$ cat src/rtl/fetch_pc_unit.sv
// Fetch-stage front end: PC register, next-PC mux, IF/ID register and
// saturating redirect/mispredict counters.
module fetch_pc_unit #(
    parameter int          XLEN     = 32,
    parameter logic [31:0] RESET_PC = 32'h0000_0000,
    parameter int          CNT_W    = 16
) (
    input  logic             clk_i,
    input  logic             rst_i,
    input  logic             stall_i,
    input  logic [1:0]       pc_select_i,
    input  logic             Flush_IF_ID_i,
    input  logic [XLEN-1:0]  ID_target_i,
    input  logic [XLEN-1:0]  EX_target_i,
    input  logic [XLEN-1:0]  EX_fallthrough_i,
    input  logic [XLEN-1:0]  instr_i,
    output logic [XLEN-1:0]  imem_addr_o,
    output logic [XLEN-1:0]  IF_ID_pc_o,
    output logic [XLEN-1:0]  IF_ID_instr_o,
    output logic             IF_ID_valid_o,
    output logic [CNT_W-1:0] redirect_cnt_o,
    output logic [CNT_W-1:0] mispredict_cnt_o
);

    logic [XLEN-1:0]  r_pc;
    logic [XLEN-1:0]  r_if_id_pc;
    logic [XLEN-1:0]  r_if_id_instr;
    logic             r_if_id_valid;
    logic [CNT_W-1:0] r_redirect_cnt;
    logic [CNT_W-1:0] r_mispredict_cnt;

    logic [XLEN-1:0]  w_next_pc;
    logic             w_redirect;
    logic             w_mispredict;

    assign w_mispredict = pc_select_i[1];
    assign w_redirect   = (pc_select_i == 2'b01) && !stall_i;

    // Mispredict recovery overrides stall: the stalled instruction is wrong-path.
    always_comb begin
        w_next_pc = r_pc;
        if (pc_select_i == 2'b11)
            w_next_pc = {EX_target_i[XLEN-1:2], 2'b00};
        else if (pc_select_i == 2'b10)
            w_next_pc = {EX_fallthrough_i[XLEN-1:2], 2'b00};
        else if (stall_i)
            w_next_pc = r_pc;
        else if (pc_select_i == 2'b01)
            w_next_pc = {ID_target_i[XLEN-1:2], 2'b00};
        else
            w_next_pc = r_pc + XLEN'(4);
    end

    always_ff @(posedge clk_i or posedge rst_i) begin
        if (rst_i)
            r_pc <= XLEN'(RESET_PC);
        else
            r_pc <= w_next_pc;
    end

    always_ff @(posedge clk_i or posedge rst_i) begin
        if (rst_i) begin
            r_if_id_pc    <= '0;
            r_if_id_instr <= '0;
            r_if_id_valid <= 1'b0;
        end else if (Flush_IF_ID_i) begin
            r_if_id_pc    <= '0;
            r_if_id_instr <= '0;
            r_if_id_valid <= 1'b0;
        end else if (!stall_i) begin
            r_if_id_pc    <= r_pc;
            r_if_id_instr <= instr_i;
            r_if_id_valid <= 1'b1;
        end
    end

    // Counters stick at all-ones rather than wrapping.
    always_ff @(posedge clk_i or posedge rst_i) begin
        if (rst_i) begin
            r_redirect_cnt   <= '0;
            r_mispredict_cnt <= '0;
        end else begin
            if (w_redirect && (r_redirect_cnt != '1))
                r_redirect_cnt <= r_redirect_cnt + CNT_W'(1);
            if (w_mispredict && (r_mispredict_cnt != '1))
                r_mispredict_cnt <= r_mispredict_cnt + CNT_W'(1);
        end
    end

    assign imem_addr_o      = r_pc;
    assign IF_ID_pc_o       = r_if_id_pc;
    assign IF_ID_instr_o    = r_if_id_instr;
    assign IF_ID_valid_o    = r_if_id_valid;
    assign redirect_cnt_o   = r_redirect_cnt;
    assign mispredict_cnt_o = r_mispredict_cnt;

endmodule

$ cat config.mk
export PLATFORM = sky130hd
export DESIGN_NAME = fetch_pc_unit
export DESIGN_NICKNAME = d
export VERILOG_FILES = /design/src/rtl/fetch_pc_unit.sv
export SDC_FILE = /design/constraint.sdc
export NUM_CORES = 1
export LEC_CHECK = 0
export CAP_MARGIN = 20
export CORE_ASPECT_RATIO = 1.25
export CORE_MARGIN = 2
export CORE_UTILIZATION = 35
export CTS_BUF_LIST = sky130_fd_sc_hd__clkbuf_4 sky130_fd_sc_hd__clkbuf_8
export DETAILED_ROUTE_END_ITERATION = 10
export HOLD_SLACK_MARGIN = 0.15
export PLACE_DENSITY_LB_ADDON = 0.15
export SLEW_MARGIN = 10
export SYNTH_ARGS = -nofsm -noshare
export SYNTH_HDL_FRONTEND = slang
export SYNTH_SLANG_ARGS = --single-unit
$ cat constraint.sdc
create_clock -name clk_i -period 4.6 [get_ports clk_i]
set_clock_uncertainty 0.1 [all_clocks]
set_input_delay 0.46 -clock clk_i [delete_from_list [all_inputs] [get_ports clk_i]]
set_output_delay 0.46 -clock clk_i [all_outputs]
set_load 0.01 [all_outputs]
; ---- After elaboration in Yosys (flattened, before gate mapping)
; Cells that the tools add are included.
[op_classes]
n_eq_ne = 7
n_reduce_logical = 4
mux = 10
n_addsub = 3
[ops]
columns = cell, count
row1 = 2-to-1 mux 32 bit, 8
row2 = "adder 16 x 1 -> 16 bit, second input constant", 2
row3 = "adder 32 x 3 -> 32 bit, second input constant", 1
row4 = "!= test 16 bit, second input constant", 2
row5 = "== test 2 bit, second input constant", 2
row6 = logical AND 1 bit, 3
row7 = "!= test 3 x 1 -> 1 bit, second input constant", 1
row8 = "== test 2 x 1 -> 1 bit, second input constant", 1
row9 = 2-to-1 mux 1 bit, 2
row10 = "!= test 2 x 1 -> 1 bit, second input constant", 1
row11 = logical NOT 1 bit, 1
[totals]
out_inout_bits = 129
regBits = 129
inputBits = 134

; ---- Longest topological paths before layout
[logic_depth]
ltp_word = 5
ltp_mapped = 8

; ---- Worst setup path after synthesis
; OpenSTA, ideal clock, no wires.
[synth_timing]
kind = flip-flop to flip-flop
start = reg r_pc[2], in the netlist imem_addr_o[2]
end = reg r_pc[24], in the netlist imem_addr_o[24]
required_time_ns = 4.404
arrival_time_ns = 1.865
setup_ns = 0.096
path_stages_with_launch = 7
period_less_slack_ns = 2.061
path_slack_ns = 2.539
path_cell_list = dfrtp_1 -> ha_1 -> nand4_1 -> nor4_4 -> nand4_1 -> xor2_1 -> o31ai_1
[synth_via]
elab_chain_cells = 5
[synth_lines]
columns = item, line
row1 = from (decl), 25  ; logic [XLEN-1:0] r_pc;
row2 = from (signal assigned), 56  ; r_pc <= XLEN'(RESET_PC);
row3 = from (signal assigned), 58  ; r_pc <= w_next_pc;
row4 = adder 32 x 3 -> 32 bit, 51  ; w_next_pc = r_pc + XLEN'(4);
row5 = 2-to-1 mux 32 bit, 48  ; else if (pc_select_i == 2'b01)
row6 = 2-to-1 mux 32 bit, 46  ; else if (stall_i)
row7 = 2-to-1 mux 32 bit, 44  ; else if (pc_select_i == 2'b10)
row8 = 2-to-1 mux 32 bit, 42  ; if (pc_select_i == 2'b11)
; Every way passes these cells. The select of a mux whose other input is x is not followed.
; A chain may end at the register's enable or synchronous reset.

; ---- Worst setup path after layout
; Ends and elaborated chain as after synthesis.

==> reports/results.txt <==
Worst path bufs/invs = 0
Row count = 56
Vias per cell = 5.25
Xor and xnor area share after synthesis = 4.18%
Synth Area in Simple Gates = 18.1%
Setup TNS = 0 ns
Area fraction in compound gates after synthesis = 11.8%
Post-synthesis cell count = 686
Final Hold Fails = 0
DRT Pass-1 Iters = 5
Worst-Skew Late Latency = 0.44 ns
All-Layer GR Usage = 21.9%
Top FF cell, synth = dfrtp_1
Final setup fails = 0
Boundary Pins = 263
Lkg Pwr = 4.24 nW
Crit path launch type = register
Nets = 1067
Critical path data arrival time = 2.73 ns
Area added between synthesis and finish = 46.9%
Routed length per instance = 18.9 um
Drc violations = 0
CTS tree = done
HP Class = in -> reg
Post-route minimum period = 2.48 ns
CP Cell Sequence = ha_1 > nand4_1 > nor4_4 > nand4_1 > xor2_1 > o31ai_1
Required @ worst endpoint = 4.85 ns
CP max stage delay = 0.62 ns
Hold_buf cts = 0
Final period util = 54.0%
Final Max Slew Viols = 0
Yosys cell types = 61
Async SR Flop Fraction = 100%
Critical Path Fanout Max = 8
Gpl congestion = 0.786
Critical Path End Type = register
Least-Margin Pin Slew = 0.912 ns
Clk sinks = 126
PostCTS Resize Cnt = 0
DR vias = 6163
Total chip power = 3.29 mW
Syn_area_per_cell = 9.77 sq um
Crit path top cell by count = nand4_1
Post-synth EDFFs = 0
Die Y = 159 um
First-pass GRT wire length = 34.1 mm
Status = finished, final reports clean
RSZ-0062 raised after global routing = no
Maximum root-to-sink buffer count = 2
WHS = 0.219 ns
Most frequent cells in the layout = 250 x clkdlybuf4s50_1, 126 x dfrtp_1, 93 x nor2_1
Num CTS Buffers = 17
Sequential share of the synthesized area = 47.1%
Hpwl dp = 15.6 mm
Worst-path clk slew = 0.08 ns
Critical path's slowest cell = nor4_4
DIE AREA = 20300 sq um
Starting density of the core = 35.7%
Fmax = 403 MHz
Max-slew headroom = 39.1%
WP depth = 6
Combinational family with the most area after synthesis = simple AND/OR/NAND/NOR gates
IO Port Bufs = 254
Synthesized area = 6700 sq um
Peak supply drop = 255 uV
Initial antenna violation count = 0
Commonest non-fill, non-tap cell in the layout = clkdlybuf4s50_1
YS warnings = 0
Reg2Reg Depth = 6
GRT overflow = 0
Core footprint = 18800 sq um
WHS Path Cells = 2
Delay-heaviest family, CP = simple AND/OR/NAND/NOR gates
PwrDens = 334 nW/um^2
Remaining antenna violation count = 0
Post-CTS setup buffers = 0
Starting DRC count in detailed routing = 216
Maxcap violations = 0
Largest net degree at the start of global routing = 67
Mux cell area share after synthesis = 14.7%
Vias in the first global route = 6051
Classification of the worst setup path = reg -> reg
Share of cells above drive strength 1 = 7.42%
Ant diodes = 0
Final WL = 22.2 mm
Clock tree root driver cell = clkbuf_8
Post-Synth Adder-Cell Area = 0.560%
H-tree Lvls = 4
#FFs+latches synth = 126
Die W = 128 um
[final timing paths]
kind / start / endpoint / slack [ns]
setup reg to reg: imem_addr_o[2] / imem_addr_o[24] / 2.12
min in group asynchronous: rst_i / mispredict_cnt_o[8] / 0.39
max in group asynchronous: rst_i / IF_ID_pc_o[13] / 3.10
hold reg to reg: redirect_cnt_o[15] / redirect_cnt_o[15] / 0.41
setup / recovery: imem_addr_o[2] / imem_addr_o[24] / 2.12
hold / removal: stall_i / imem_addr_o[24] / 0.22
[cells in the mapped netlist, drive strengths merged (3+ instances only)]
master / n / area [sq um]
mux2: 11 / 124
dfrtp: 126 / 3150
inv: 14 / 52.6
or2: 3 / 18.8
a31oi: 13 / 81.3
o211ai: 4 / 30.0
clkbuf: 21 / 78.8
and3: 12 / 75.1
buf: 20 / 98.9
ha: 3 / 37.5
nor2: 93 / 349
nand3: 26 / 143
mux2i: 79 / 791
and4: 5 / 43.8
o221ai: 5 / 43.8
o31ai: 3 / 22.5
a211oi: 6 / 45.0
o21ai: 33 / 165
nor3: 6 / 30.0
nand2b: 5 / 31.3
nand2: 53 / 199
o31a: 3 / 26.3
a221oi: 3 / 26.3
a21oi: 34 / 170
xnor2: 26 / 228
o22ai: 5 / 31.3
mux4: 3 / 67.6
and2: 3 / 18.8
nor4: 7 / 65.1
nor2b: 3 / 18.8
xor2: 6 / 52.6
nand4: 22 / 138
[worst register-to-register path: cells and delay by family, from the launching register on]
kind                     cells  cell delay, ns
AND/OR/NAND/NOR              3            1.16
flip-flops                   1            0.49
adder cells (fa/ha/maj)      1            0.25
AO/OA/AOI/OAI                1            0.19
XOR/XNOR                     1            0.18
[registers in the layout, summed over array words and instances (netlist names)]
register and cells:
IF_ID_instr_o 32, IF_ID_pc_o 31, imem_addr_o 30, redirect_cnt_o 16, mispredict_cnt_o 16, IF_ID_valid_o 1
[layout make-up]
cell class              count  area, sq um
fillers                  1748         8940
repair buffers            265         2610
well taps                 232          290
inverters                  16         65.1
flip-flops and latches    126         3150
multi-input cells         504         3310
clock buffers              18          248
clock inverters            14          166
[metrics by stage]
stage,utilization [%],setup slack (ns),instances,area [sq um]
finish,52.4,2.12,1175,9840
global route,52.4,1.93,1175,9840
CTS,52.4,2.09,1175,9840
detailed placement,50.2,2.09,1143,9430
global placement,50.2,2.10,1143,9430
floorplan,-,0.684,687,6700
[where the power goes]
part / total, mW / switching [mW] / internal, mW
Sequential: 1.41 / 0.173 / 1.23
Clock: 1.03 / 0.478 / 0.549
Combinational: 0.853 / 0.370 / 0.483
[routing by layer]
layer / up-vias / GRT usage (%) / part of all wire, %
li1: 2956 / - / -
met1: 2950 / 28.0 / 44
met2: 232 / 35.9 / 47
met3: 25 / 5.44 / 7.2
met4: 0 / 8.32 / 2.1
met5: - / 0 / 0
[logic make-up after synthesis]
logic type / after synthesis
muxes: 93
and+or+nand+nor: 248
DFF: 126
other: 1
adders and majority gates: 3
xor gates and xnor gates: 32
buffers and inverters: 57
AOI/OAI and AO/OA: 126
Note: power is estimated with default switching activity, not from simulation.
